===== src/rtl/mux_scan_ctrl.sv =====
// Sequences an 8:1 mux through all channels, settling then sampling each, and hands the word off with valid/ready.
// Optional MUX_SCAN_PARITY_EN adds a parity output over the completed word.
module mux_scan_ctrl #(
    parameter int unsigned SETTLE_CYC = 2
) (
    input  logic       clk,
    input  logic       rst_n,
    input  logic       start,
    output logic       busy,
    output logic [2:0] sel,
    output logic       en_n,
    input  logic       mux_m,
    input  logic       mux_n,
    output logic [7:0] word,
    output logic       word_valid,
    input  logic       word_ready,
    output logic       err
`ifdef MUX_SCAN_PARITY_EN
    ,
    output logic       parity
`endif
);

    localparam logic [3:0] LP_SETTLE = 4'(SETTLE_CYC);

    typedef enum logic [1:0] {
        S_IDLE,
        S_SETTLE,
        S_SAMPLE,
        S_DONE
    } state_t;

    state_t     r_state, w_state_nxt;
    logic [2:0] r_sel, w_sel_nxt;
    logic [3:0] r_cnt, w_cnt_nxt;
    logic [7:0] r_word, w_word_nxt;
    logic       r_err, w_err_nxt;

    always_ff @(posedge clk or negedge rst_n) begin
        if (!rst_n) begin
            r_state <= S_IDLE;
            r_sel   <= 3'd0;
            r_cnt   <= 4'd0;
            r_word  <= 8'h00;
            r_err   <= 1'b0;
        end else begin
            r_state <= w_state_nxt;
            r_sel   <= w_sel_nxt;
            r_cnt   <= w_cnt_nxt;
            r_word  <= w_word_nxt;
            r_err   <= w_err_nxt;
        end
    end

    always_comb begin
        w_state_nxt = r_state;
        w_sel_nxt   = r_sel;
        w_cnt_nxt   = r_cnt;
        w_word_nxt  = r_word;
        w_err_nxt   = r_err;
        case (r_state)
            S_IDLE: begin
                if (start) begin
                    w_state_nxt = S_SETTLE;
                    w_sel_nxt   = 3'd0;
                    w_cnt_nxt   = LP_SETTLE;
                    w_err_nxt   = 1'b0;
                    w_word_nxt  = 8'h00;
                end
            end
            S_SETTLE: begin
                // Counter value 1 is the last settle cycle for this channel.
                w_cnt_nxt = r_cnt - 4'd1;
                if (r_cnt == 4'd1) begin
                    w_state_nxt = S_SAMPLE;
                end
            end
            S_SAMPLE: begin
                w_word_nxt[r_sel] = mux_m;
                if (mux_m == mux_n) begin
                    w_err_nxt = 1'b1;
                end
                if (r_sel != 3'd7) begin
                    w_sel_nxt   = r_sel + 3'd1;
                    w_cnt_nxt   = LP_SETTLE;
                    w_state_nxt = S_SETTLE;
                end else begin
                    w_state_nxt = S_DONE;
                end
            end
            S_DONE: begin
                if (word_ready) begin
                    w_state_nxt = S_IDLE;
                    w_sel_nxt   = 3'd0;
                end
            end
            default: begin
                w_state_nxt = S_IDLE;
            end
        endcase
    end

`ifdef MUX_SCAN_PARITY_EN
    logic r_parity;

    always_ff @(posedge clk or negedge rst_n) begin
        if (!rst_n) begin
            r_parity <= 1'b0;
        end else if (r_state == S_SAMPLE && w_state_nxt == S_DONE) begin
            r_parity <= ^w_word_nxt;
        end
    end

    assign parity = r_parity;
`endif

    assign busy       = (r_state != S_IDLE);
    assign word_valid = (r_state == S_DONE);
    assign en_n       = !((r_state == S_SETTLE) || (r_state == S_SAMPLE));
    assign sel        = r_sel;
    assign word       = r_word;
    assign err        = r_err;

endmodule


===== config.mk =====
export PLATFORM = sky130hd
export DESIGN_NAME = mux_scan_ctrl
export DESIGN_NICKNAME = d
export VERILOG_FILES = /design/src/rtl/mux_scan_ctrl.sv
export SDC_FILE = /design/constraint.sdc
export NUM_CORES = 1
export LEC_CHECK = 0
export CORE_MARGIN = 2
export CORE_UTILIZATION = 40
export DETAILED_ROUTE_END_ITERATION = 16
export PLACE_DENSITY_LB_ADDON = 0.3
export SKIP_CTS_REPAIR_TIMING = 1
export SLEW_MARGIN = 20
export SYNTH_ARGS = -nofsm -noshare
export SYNTH_HDL_FRONTEND = slang
export SYNTH_SLANG_ARGS = --single-unit

===== constraint.sdc =====
create_clock -name clk -period 2 [get_ports clk]
set_input_delay 0.2 -clock clk [delete_from_list [all_inputs] [get_ports clk]]
set_output_delay 0.2 -clock clk [all_outputs]
set_load 0.02 [all_outputs]

==> results_dict.tcl, run 1 <==
set metrics [dict create \
    outcome "finished clean" \
    cp_max_fo 3 \
    holdWs_ps 236 \
    gr-total-overflow 0 \
    yosysTopAreaCell "dfrtp_1" \
    multi_input_area_um2 592 \
    avgViaCountPerCell 5.42 \
    seq_area_um2 450 \
    synth_flop_cell "dfrtp_1" \
    synth-seq-cells 18 \
    clk-insertion-delay-late_ps 280 \
    area_growth_pct 26.5 \
    p_leak_nw 0.641 \
    fill_cells 252 \
    cp.required_ps 2180 \
    hold_path_class "input port to async pin" \
    die_w_um 56.1 \
    critPathKind "flop to flop" \
    syn-num-nets 122 \
    clkTransAtPathRegs_ps 100 \
    slew_headroom_pct 64.4 \
    cap_violations 0 \
    drt_iter0_markers 10 \
    synth_area_per_cell_um2 10.2 \
    cts_made_buffers 3 \
    rsz0062_at_grt "no" \
    power_density_nw_per_um2 1380 \
    grt_max_degree 19 \
    place_area_um2 1340 \
    gp_congestion 0.685 \
    synth_commonest_cells "dfrtp_1 (18), nand2_1 (13), ha_1 (9), mux2i_1 (9), inv_1 (6)" \
    firstDrtPassIters 4 \
    final-setup-viol-count 0 \
    gr-usage-all-layers_pct 16.3 \
    fmax_mhz 527 \
    grt_first_pass_wirelength_mm 4.12 \
    synth_cell_types 36 \
    antenna_found_initial 0 \
    rows 18 \
    htree_num_levels 1 \
    die_area_um2 3150 \
    synth_most_common_cell "dfrtp_1" \
    synth_edf_count 0 \
    dp_hpwl_mm 1.77 \
    dp_slack_ps 92.4 \
    report.final.slew_viol_count 0 \
    worst_pin_slew_ps 520 \
    fin_skew_ps 1.51 \
    yosysWarnings 0 \
    cts_tree "yes" \
    fin_setup_tns_ps 0 \
    setup.worst_path.start_class "flop" \
    ir_drop_uv 993 \
    syn_inst 107 \
    vias 867 \
    fp.dieH_um 56.1 \
    finalCriticalPeriod_ps 1900 \
    start_util_pct 43.1 \
    cts_root_buffer "clkbuf_4" \
    ys_seq_area_share_pct 41.4 \
    postRouteAntennaNets 0 \
    reg2reg_depth 5 \
    arrival_ps 2070 \
    total_power_mw 1.90 \
    drive_above_1_share_pct 12.3 \
    async_flop_share_pct 100 \
    clock_sinks 18 \
    numPortBuffers 20 \
    first_global_vias 876 \
    n_antenna_cell 0 \
    fin_crit_sh_pct 94.9 \
    netlist.area_leader.share_pct 41.4 \
    fin_area_um2 1380 \
    fin_ws_ps 103 \
    drcViolationCount 0 \
    synth_top_cells_by_area "dfrtp_1 (41%), ha_1 (10%), mux2i_1 (8.3%)" \
    core_um2 2520 \
    synth_area_um2 1090 \
    io-pin-count 21 \
    timing_hold_violations_final 0 \
    wirelength_mm 2.38 \
    nNetsFinal 147 \
    cp-end-kind "flop" \
    clk_path_buf_depth 2 \
    wl_per_cell_um 14.9 \
]
==> cell families after synthesis <==
family                   count (synthesis)  synth area share (%)
XOR/XNOR                                 1                 0.806
adder cells (fa/ha/maj)                  9                  10.4
buffers and inverters                   12                  4.95
multiplexers                            11                  10.4
AO/OA/AOI/OAI                           17                  10.9
AND/OR/NAND/NOR                         39                  21.2
flip-flops                              18                  41.4
==> metal layers <==
metal	part of all wire (%)	wire length (um)	GRT usage, %
met1	48	1150	22.3
met2	47	1120	25.4
met3	3.7	87	3.72
met4	1.2	29	5.10
met5	0	0	0
==> layout by cell type (no fill, tap or decap), drive strengths merged <==
master          n
a2111oi         1
a211oi          1
or3b            1
nor4b           3
nand4b          2
o21ai           4
nand3           1
nand3b          4
o211ai          1
nand2          13
dfrtp          18
a21oi           3
mux2            2
a21o            1
o221ai          1
o2bb2ai         1
clkbuf          3
dlymetal6s2s    2
ha              9
nor3            2
buf             6
inv             6
nand2b          2
nor2            4
clkdlybuf4s50  18
o41ai           1
a22o            2
and2            1
mux2i           9
or4             1
nor2b           3
nor4            1
xnor2           1
o311ai          1
nand4           1
==> power by group <==
| part | leakage, nW | internal (mW) | switching (mW) | total (mW) |
|---|---|---|---|---|
| Combinational | 0.388 | 0.526 | 0.631 | 1.16 |
| Sequential | 0.239 | 0.486 | 0.0824 | 0.568 |
| Clock | 0.0138 | 0.0698 | 0.106 | 0.175 |
| Total | 0.641 | 1.08 | 0.819 | 1.90 |
==> critical path, cell delays in order (launching register included) <==
cell and delay [ps]:
dfrtp_1 400, ha_1 200, ha_1 220, and2_1 180, or4_4 520, mux2_2 270
==> per-stage QoR <==
stage,std cells,utilization (%)
6_report,160,54.5
5_1_grt,160,54.5
4_1_cts,160,54.0
3_5_place_dp,157,53.1
3_3_place_gp,157,53.1
2_1_floorplan,107,-
==> layout make-up <==
type,count,area share (%)
Inverter,6,1.64
Timing Repair Buffer,26,18.2
Tap cell,30,2.73
Sequential cell,18,32.8
Clock buffer,3,1.64
Multi-Input combinational cell,77,43.0
==> sequential cells by signal (all words and copies together) (netlist names) <==
name     flops
word         8
sel          3
err          1
r_state      2
r_cnt        4
==> worst paths after layout <==
path / endpoint / start / slack, ps
max in group asynchronous: r_state[1] / rst_n / 1560
min in group clk: word[1] / word[1] / 530
min: word[3] / rst_n / 240
max: sel[0] / sel[0] / 100
min reg2reg: word[1] / word[1] / 530
max reg2reg: sel[0] / sel[0] / 100
Note: power is estimated with default switching activity, not from simulation.
==> run 2, diff against run 1 <==
CAP_MARGIN = 20   (was not set)
GPL_ROUTABILITY_DRIVEN = 0   (was not set)
==> results of run 2 <==
No change in the layout: final DEF, timing and power equal those of run 1.
